===== src/rtl/multdiv_unit.sv =====
// Iterative signed 32-bit multiply / divide unit: shift-add multiply and
// restoring divide, one bit per cycle, with a one-cycle completion pulse.
module multdiv_unit #(
  parameter int WIDTH = 32
) (
  input  logic             clock,
  input  logic             reset,
  input  logic [WIDTH-1:0] data_operandA,
  input  logic [WIDTH-1:0] data_operandB,
  input  logic             ctrl_MULT,
  input  logic             ctrl_DIV,
  output logic [WIDTH-1:0] data_result,
  output logic             data_exception,
  output logic             data_resultRDY,
  output logic [1:0]       dbg_state
);
  localparam int CW = $clog2(WIDTH);
  localparam int AW = 2 * WIDTH;

  typedef enum logic [1:0] {IDLE = 2'd0, MUL = 2'd1, DIV = 2'd2, DONE = 2'd3} state_t;

  state_t           state_q, state_d;
  logic [CW-1:0]    cnt_q, cnt_d;
  logic [AW-1:0]    acc_q, acc_d;       // MUL: product; DIV: {remainder, dividend/quotient}
  logic [AW-1:0]    mcand_q, mcand_d;   // MUL: shifted multiplicand; DIV: divisor in low half
  logic [WIDTH-1:0] mplier_q, mplier_d;
  logic             neg_q, neg_d;
  logic             dz_q, dz_d;
  logic             ovf_q, ovf_d;
  logic [WIDTH-1:0] result_q, result_d;
  logic             exc_q, exc_d;
  logic             rdy_q, rdy_d;

  logic             last_iter;
  logic [AW-1:0]    addend, acc_mul, acc_div;
  logic [WIDTH:0]   shifted, trial;
  logic [WIDTH-1:0] rem_n, quo, a_abs, b_abs;
  logic [WIDTH:0]   mul_top;
  logic             qbit;

  always_comb begin
    last_iter = (cnt_q == CW'(WIDTH - 1));
    // The multiplier's top bit carries negative weight in two's complement.
    addend    = last_iter ? (~mcand_q + AW'(1)) : mcand_q;
    acc_mul   = mplier_q[0] ? (acc_q + addend) : acc_q;
    mul_top   = acc_mul[AW-1:WIDTH-1];

    shifted   = {acc_q[AW-1:WIDTH], acc_q[WIDTH-1]};
    trial     = shifted - {1'b0, mcand_q[WIDTH-1:0]};
    qbit      = ~trial[WIDTH];
    rem_n     = qbit ? trial[WIDTH-1:0] : shifted[WIDTH-1:0];
    acc_div   = {rem_n, acc_q[WIDTH-2:0], qbit};
    quo       = acc_div[WIDTH-1:0];

    a_abs     = data_operandA[WIDTH-1] ? (~data_operandA + WIDTH'(1)) : data_operandA;
    b_abs     = data_operandB[WIDTH-1] ? (~data_operandB + WIDTH'(1)) : data_operandB;
  end

  always_comb begin
    state_d  = state_q;
    cnt_d    = cnt_q;
    acc_d    = acc_q;
    mcand_d  = mcand_q;
    mplier_d = mplier_q;
    neg_d    = neg_q;
    dz_d     = dz_q;
    ovf_d    = ovf_q;
    result_d = result_q;
    exc_d    = exc_q;
    rdy_d    = 1'b0;
    case (state_q)
      IDLE, DONE: begin
        state_d = IDLE;
        if (ctrl_MULT) begin
          state_d  = MUL;
          cnt_d    = '0;
          acc_d    = '0;
          mcand_d  = {{WIDTH{data_operandA[WIDTH-1]}}, data_operandA};
          mplier_d = data_operandB;
        end else if (ctrl_DIV) begin
          state_d  = DIV;
          cnt_d    = '0;
          acc_d    = {{WIDTH{1'b0}}, a_abs};
          mcand_d  = {{WIDTH{1'b0}}, b_abs};
          neg_d    = data_operandA[WIDTH-1] ^ data_operandB[WIDTH-1];
          dz_d     = (data_operandB == '0);
          ovf_d    = (data_operandA == {1'b1, {(WIDTH-1){1'b0}}}) && (&data_operandB);
        end
      end
      MUL: begin
        acc_d    = acc_mul;
        mcand_d  = mcand_q << 1;
        mplier_d = mplier_q >> 1;
        cnt_d    = cnt_q + CW'(1);
        if (last_iter) begin
          state_d  = DONE;
          rdy_d    = 1'b1;
          result_d = acc_mul[WIDTH-1:0];
          exc_d    = ~((&mul_top) | ~(|mul_top));
        end
      end
      DIV: begin
        acc_d = acc_div;
        cnt_d = cnt_q + CW'(1);
        if (last_iter) begin
          state_d = DONE;
          rdy_d   = 1'b1;
          exc_d   = dz_q | ovf_q;
          if (dz_q)       result_d = '0;
          else if (ovf_q) result_d = {1'b1, {(WIDTH-1){1'b0}}};
          else            result_d = neg_q ? (~quo + WIDTH'(1)) : quo;
        end
      end
      default: state_d = IDLE;
    endcase
  end

  always_ff @(posedge clock) begin
    if (reset) begin
      state_q  <= IDLE;
      cnt_q    <= '0;
      acc_q    <= '0;
      mcand_q  <= '0;
      mplier_q <= '0;
      neg_q    <= 1'b0;
      dz_q     <= 1'b0;
      ovf_q    <= 1'b0;
      result_q <= '0;
      exc_q    <= 1'b0;
      rdy_q    <= 1'b0;
    end else begin
      state_q  <= state_d;
      cnt_q    <= cnt_d;
      acc_q    <= acc_d;
      mcand_q  <= mcand_d;
      mplier_q <= mplier_d;
      neg_q    <= neg_d;
      dz_q     <= dz_d;
      ovf_q    <= ovf_d;
      result_q <= result_d;
      exc_q    <= exc_d;
      rdy_q    <= rdy_d;
    end
  end

  assign data_result    = result_q;
  assign data_exception = exc_q;
  assign data_resultRDY = rdy_q;
  assign dbg_state      = state_q;
endmodule


===== config.mk =====
export PLATFORM = sky130hd
export DESIGN_NAME = multdiv_unit
export DESIGN_NICKNAME = d
export VERILOG_FILES = /design/src/rtl/multdiv_unit.sv
export SDC_FILE = /design/constraint.sdc
export NUM_CORES = 1
export LEC_CHECK = 0
export ABC_AREA = 1
export CAP_MARGIN = 20
export CORE_MARGIN = 4
export CORE_UTILIZATION = 45
export DETAILED_ROUTE_END_ITERATION = 16
export GPL_ROUTABILITY_DRIVEN = 0
export PLACE_DENSITY_LB_ADDON = 0.15
export SETUP_SLACK_MARGIN = 0.3
export SKIP_LAST_GASP = 1
export SYNTH_ARGS = -nofsm -noshare
export SYNTH_HDL_FRONTEND = slang
export SYNTH_SLANG_ARGS = --single-unit

===== constraint.sdc =====
create_clock -name clock -period 4.7 [get_ports clock]
set_input_delay 0.94 -clock clock [delete_from_list [all_inputs] [get_ports clock]]
set_output_delay 0.94 -clock clock [all_outputs]
set_load 0.05 [all_outputs]

==> results.txt, run 1 <==
top-area cell type share of the netlist area = 0.228
clock-pin slew on the worst setup and hold paths = 60 ps
CP max FO = 5
Setup CP Type = flip-flop to flip-flop
layout cells sized above 1 = 0.139
Final Hold Viols = 0
top_reg_cell synth = dfxtp_1
CP endpoint kind = flip-flop
synth unique cells = 55
EDFF count, synth = 0
FP Rows = 81
Slew HR = 0.251
stages on the worst setup path = 35
critical path launch point = mcand_q[0]$_SDFFE_PP0P_
CP dominant cell by count = nand2_1
Reg2Reg Depth = 35
slowest cell on the critical path = dfxtp_4
measured slew at the worst slew-check pin = 1120 ps
final worst-path setup slack = 59.6 ps
Final setup violation count = 0
Max VDD drop = 0.252 mV
cts hold-fix bufs = 0
Critical path destination = data_exception$_SDFFE_PP0P_
Fillers = 4989
largest cells by area after synthesis = nand2_1 (23%), dfxtp_1 (18%), inv_1 (10%), o21ai_0 (6.0%), ha_1 (5.9%)
CTS buffer count = 26
clk buf depth = 3
HPWL Detailed = 75300 µm
sequential fraction of the synthesis area = 0.183
via count = 27700
Hold Crit Class = flip-flop to flip-flop
Core Area = 49000 µm²
Avg WL per Cell = 19.4 µm
Tmin final = 4640 ps
Pre-Repair DR Iteration Count = 8
Horiz. Die Dim = 231 µm
RR Endpoint = data_exception$_SDFFE_PP0P_
Mapped Area = 22300 µm²
Overall Power = 7760 µW
n_diodes = 0
most frequent cell after synthesis = nand2_1
H-Tree Level Count = 1
CTS root buf = clkbuf_16
IO Pins = 104
post-route ant nets = 0
routed vias/inst = 5.62
WL final = 95300 µm
Crit path max-delay family = simple AND/OR/NAND/NOR gates
RSZ-0062 raised after global routing = true
nets@finish = 4415
Die Span Y = 231 µm
Startpoint Class = flip-flop
Max-Cap Viols = 0
initial core utilization = 0.456
DP Worst Slack = -375 ps
GRT overflow = 0
status = completed
Seq cells post-synth = 204
Final Util = 0.561
Synth top cells by count = nand2_1 (1354), inv_1 (604), nor2_1 (320)
Syn Inst Count = 4022
Power Dens Cells = 283 nW/µm²
Total Neg Setup Slack = 0 ps
f_max = 0.215 GHz
CTS tree = done
Worst-Skew Late Latency = 570 ps
largest area contributor in the netlist = nand2_1
leak pwr = 0.0132 µW
vias in the first global route = 24600
Global Route Usage Sum = 0.341
critical path's largest stage delay = 360 ps
# DRC = 0
CP required = 5110 ps
initial antenna violation count = 1
Initial DRC Count = 3576
CTS sink count = 204
hold_ws = 434 ps
first-pass GRT wire length = 144000 µm
yosys warns = 0
R2R Setup Slk = 60 ps
synthesis-to-finish area growth = 23.1%
worst path bufs/invs = 8
post-synthesis average cell area = 5.54 µm²
largest net degree at the start of global routing = 97
DIE AREA = 53200 µm²
final worst-path cycle share = 0.987
Arr. time, crit path = 5050 ps
syn_nets = 4197
RR Startpoint = mcand_q[0]$_SDFFE_PP0P_
Port Buffers = 103
asr flop ratio synth = 0
final count of pins violating max slew = 0
Setup Skew = 44.4 ps
[placed cells by master, fill, tap and decap left out, types with 90 or more instances in the layout]
cell / Yosys / layout
nand2_1: 1354 / 1284
dfxtp_1: 204 / 197
inv_1: 604 / 589
clkdlybuf4s50_1: 0 / 102
nand3_1: 207 / 190
o21ai_0: 267 / 251
ha_1: 105 / 90
buf_4: 0 / 227
a21oi_1: 250 / 223
nor2_1: 320 / 268
[how the worst min path moves through the flow]
stage | startpoint | to | slack, ps | cells past startpoint
finish | mplier_q[21]$_SDFFE_PP0P_ | mplier_q[20]$_SDFFE_PP0P_ | 430 | 2
global route | mplier_q[21]$_SDFFE_PP0P_ | mplier_q[20]$_SDFFE_PP0P_ | 450 | 2
detailed placement | mplier_q[1]$_SDFFE_PP0P_ | mplier_q[0]$_SDFFE_PP0P_ | 460 | 2
global placement | cnt_q[3]$_SDFFE_PP0P_ | cnt_q[3]$_SDFFE_PP0P_ | 450 | 2
floorplan | cnt_q[3]$_SDFFE_PP0P_ | cnt_q[3]$_SDFFE_PP0P_ | 440 | 2
CTS | mplier_q[21]$_SDFFE_PP0P_ | mplier_q[20]$_SDFFE_PP0P_ | 440 | 2
[metrics by stage]
stage	cells	cell area (µm²)
3_3_place_gp	4855	25300
6_report	4923	27500
3_5_place_dp	4855	25300
2_1_floorplan	4022	22300
5_1_grt	4923	27500
4_1_cts	4914	26600
[routing by layer]
metal,GRT usage,share of wire,vias to the layer above
li1,-,-,13400
met1,0.480,0.42,12500
met2,0.497,0.41,1581
met3,0.0976,0.13,205
met4,0.120,0.043,0
met5,0,0,-
[worst reg2reg max path, delay by kind of cell, from the launching register on]
family | cells | cell delay (ps)
and+or+nand+nor | 21 | 2290
buffers and inverters | 8 | 710
AOI/OAI and AO/OA | 3 | 440
xor gates and xnor gates | 2 | 410
DFF | 1 | 360
adders and majority gates | 1 | 280
[area by class of cell]
type | count | area, µm² | area share
inverters | 613 | 2300 | 0.0839
clock inverters | 8 | 82.6 | 0.00301
multi-input cells | 3058 | 16500 | 0.602
repair buffers | 337 | 2830 | 0.103
flip-flops and latches | 204 | 4100 | 0.149
well taps | 664 | 831 | 0.0303
clock buffers | 39 | 769 | 0.0280
[sequential cells by signal (all words and copies together) (netlist names), 2 cells and up]
name	cells
acc_q	64
mcand_q	64
data_result	32
mplier_q	32
cnt_q	5
dbg_state	2
[power breakdown]
group          internal (µW)  leakage [µW]  switching (µW)  total, µW
logic                   1250        0.0111            2360       3620
clock network           1180      0.000419             848       2030
registers               1900       0.00167             200       2100
[kinds of logic after synthesis]
logic type | synth area share
simple gates | 0.384
buf+inv | 0.128
compound gates | 0.194
flops | 0.183
xor+xnor | 0.0499
fa+ha+maj | 0.0607
[repair_timing]
item / CTS / global route
pin swaps: 29 / 73
endpoints found under the setup margin: 16 / 53
cloned: 0 / 0
setup buffers: 12 / 9
hold endpoints to repair: 0 / 0
resized for setup: 97 / 214
No activity file was read; power rests on OpenSTA's default activity.
==> run 2, diff against run 1 <==
- GPL_TIMING_DRIVEN: not set -> 0
==> run 2 against run 1 <==
Effect of this change: the run now ends with negative setup slack left; largest cell class unchanged; flip-flop and latch count stayed put; cell area is 0.26% higher; combinational power is 2% higher; clock power is 6% lower; clock-buffer cell count is 5 lower; final cell count is 0.22% lower; first-iteration DRC count is 5.3% higher.
==> results.txt, run 2 (synthesis results as in run 1) <==
CTS sink count = 204 (unchanged)
Sw Ratio = 0.459 (+0.0186)
Final setup violation count = 3 (+3)
GRT overflow = 0 (unchanged)
most frequent cells in the layout = nand2_1 (1266), inv_1 (577), nor2_1 (267), o21ai_0 (246), a21oi_1 (217)
critical path's largest stage delay = 420 ps (+60 ps)
Max-Cap Viols = 0 (unchanged)
final instance area = 27500 µm² (+0.26%)
slowest cell on the critical path = xor2_1
Worst-Skew Late Latency = 580 ps (about the same)
Tmin final = 4890 ps (+246 ps)
Int Power = 4190 µW (-3.6%)
post-route ant nets = 0 (unchanged)
initial core utilization = 0.456 (unchanged)
H-Tree Level Count = 1 (unchanged)
met3 WL = 12000 µm (-4.1%)
FP Rows = 81 (unchanged)
routed vias/inst = 5.72 (+1.8%)
initial antenna violation count = 1 (unchanged)
Hold Crit Endpoint = mplier_q[24]$_SDFFE_PP0P_
synthesis-to-finish area growth = 23.4%
Port Buffers = 101 (-1.9%)
Hold Crit Class = flip-flop to flip-flop
CTS buffer count = 25 (-3.8%)
CP endpoint kind = flip-flop
WL met1 = 40400 µm (+1.2%)
Pre-Repair DR Iteration Count = 7 (-1)
RSZ-0062 raised after global routing = true
clock-pin slew on the worst setup and hold paths = 60 ps (about the same)
Setup CP Type = flip-flop to flip-flop
Max VDD drop = 0.298 mV (+18%)
first-pass GRT wire length = 148000 µm (+2.7%)
WL met2 = 41300 µm (+6.3%)
top sig layer = met5
leak pwr = 0.0127 µW (-3.8%)
HPWL Detailed = 80700 µm (+7.3%)
final count of pins violating max slew = 0 (unchanged)
placed inst area = 24100 µm² (-4.5%)
status = complete, but fails checks
Die Span Y = 231 µm (unchanged)
Avg WL per Cell = 20.4 µm (+5.4%)
sequential share of power = 0.277 (+0.006)
final worst-path cycle share = 1.04 (+0.0523)
Power Dens Cells = 281 nW/µm² (-0.57%)
Core Area = 49000 µm² (unchanged)
IO Pins = 104 (unchanged)
DP Worst Slack = -1650 ps (-1280 ps)
CP max FO = 10 (+5)
CTS root buf = clkbuf_16
clk buf depth = 3 (unchanged)
via count = 28100 (+1.5%)
final worst-path setup slack = -186 ps (-246 ps)
largest net degree at the start of global routing = 14 (-86%)
nets@finish = 4408 (-0.16%)
commonest non-fill, non-tap cell in the layout = nand2_1
Cells on Worst Hold Path = 2 (unchanged)
Final Util = 0.562 (+0.00146)
CP dominant cell by count = nand2_1
hold_ws = 463 ps (+28.4 ps)
DIE AREA = 53200 µm² (unchanged)
R2R Setup Slk = -190 ps (-250 ps)
Gate power share = 0.477 (+0.010)
Regs by FF count = acc_q: 64 flops, mcand_q: 64 flops
Final Hold Viols = 0 (unchanged)
f_max = 0.205 GHz (-5.0%)
RR Startpoint = cnt_q[0]$_SDFFE_PP0P_
Clock Power Share = 0.246 (-0.016)
RR Endpoint = data_exception$_SDFFE_PP0P_
Arr. time, crit path = 5320 ps (+270 ps)
# DRC = 0 (unchanged)
n_diodes = 0 (unchanged)
Reg2Reg Depth = 32 (-8.6%)
CTS tree = done
Sw Pwr = 3550 µW (+3.9%)
WL final = 100000 µm (+5.2%)
layout cells sized above 1 = 0.128 (-0.0109)
vias in the first global route = 25100 (+2.2%)
Startpoint Class = flip-flop
Global Route Usage Sum = 0.356 (+0.0153)
Slew HR = 0.235 (-0.0154)
Setup Skew = 31.7 ps (-12.7 ps)
measured slew at the worst slew-check pin = 1150 ps (+23.1 ps)
Initial DRC Count = 3764 (+5.3%)
Horiz. Die Dim = 231 µm (unchanged)
Worst Min Path Start = mplier_q[25]$_SDFFE_PP0P_
CP required = 5130 ps (+20 ps)
failing checks = negative setup slack
run 2: cell types whose count changed in the layout (fill, tap and decap cells not counted), moves of 12 or more:
cell and change:
buf_1 +13, buf_4 -154, clkbuf_1 +120, ha_1 -16, ha_4 +14, inv_1 -12, nand2_1 -18, nand2_2 +14
xor2_1 -25, xor2_2 +17
run 2: repair_timing:
action	4_1_cts	5_1_grt
pin swaps	73	106
setup endpoints to repair	91	66
hold buffers	0	0
gates resized for setup	261	230
setup buffers	46	37
run 2: cell type report:
type,count,area (µm²)
fill,4984,21400
buffer,147,623
sequential,204,4100
multi-input combinational,3058,17200
timing repair buffer,184,1680
clock buffer,34,689
tap,664,831
inverter,613,2310
clock inverter,8,90.1
run 2: worst max path at each step:
stage,start,end,slack (ps),cells past startpoint
after CTS,cnt_q[0]$_SDFFE_PP0P_,data_exception$_SDFFE_PP0P_,-100,30
after floorplan,mcand_q[7]$_SDFFE_PP0P_,data_exception$_SDFFE_PP0P_,830,35
after global routing,mcand_q[7]$_SDFFE_PP0P_,data_exception$_SDFFE_PP0P_,-360,38
after detailed placement,cnt_q[0]$_SDFFE_PP0P_,data_exception$_SDFFE_PP0P_,-1650,28
final,cnt_q[0]$_SDFFE_PP0P_,data_exception$_SDFFE_PP0P_,-190,32
after global placement,cnt_q[0]$_SDFFE_PP0P_,data_exception$_SDFFE_PP0P_,-1600,27
run 2: power groups by stage:
| stage | Clock, µW | Sequential (µW) | Combinational, µW |
|---|---|---|---|
| floorplan | 0 | 2070 | 2050 |
| global placement | 0 | 2140 | 3040 |
| detailed placement | 0 | 2140 | 3040 |
| CTS | 1910 | 2120 | 3280 |
| global route | 1980 | 2160 | 3940 |
| finish | 1910 | 2140 | 3690 |
run 2: worst max-delay path, delay by kind of cell (launching register included):
family                   cells  cell delay (ps)
buffers and inverters        7              910
AND/OR/NAND/NOR             20             2100
adder cells (fa/ha/maj)      3              850
flip-flops                   1              380
XOR/XNOR                     1              420
AO/OA/AOI/OAI                1               50
run 2: metrics by stage:
step                total power, µW  TNS [ps]  cells
global route                   8070      -853   4912
detailed placement             5180    -36620   4787
finish                         7730      -300   4912
floorplan                      4130         0   4022
global placement               5180    -33530   4787
CTS                            7310     -97.1   4875
run 2: metal layers:
| layer | track usage | up-vias |
|---|---|---|
| met2 | 0.535 | 1742 |
| met1 | 0.484 | 12600 |
| li1 | - | 13400 |
| met4 | 0.175 | 2 |
| met3 | 0.0780 | 331 |
| met5 | 0 | - |
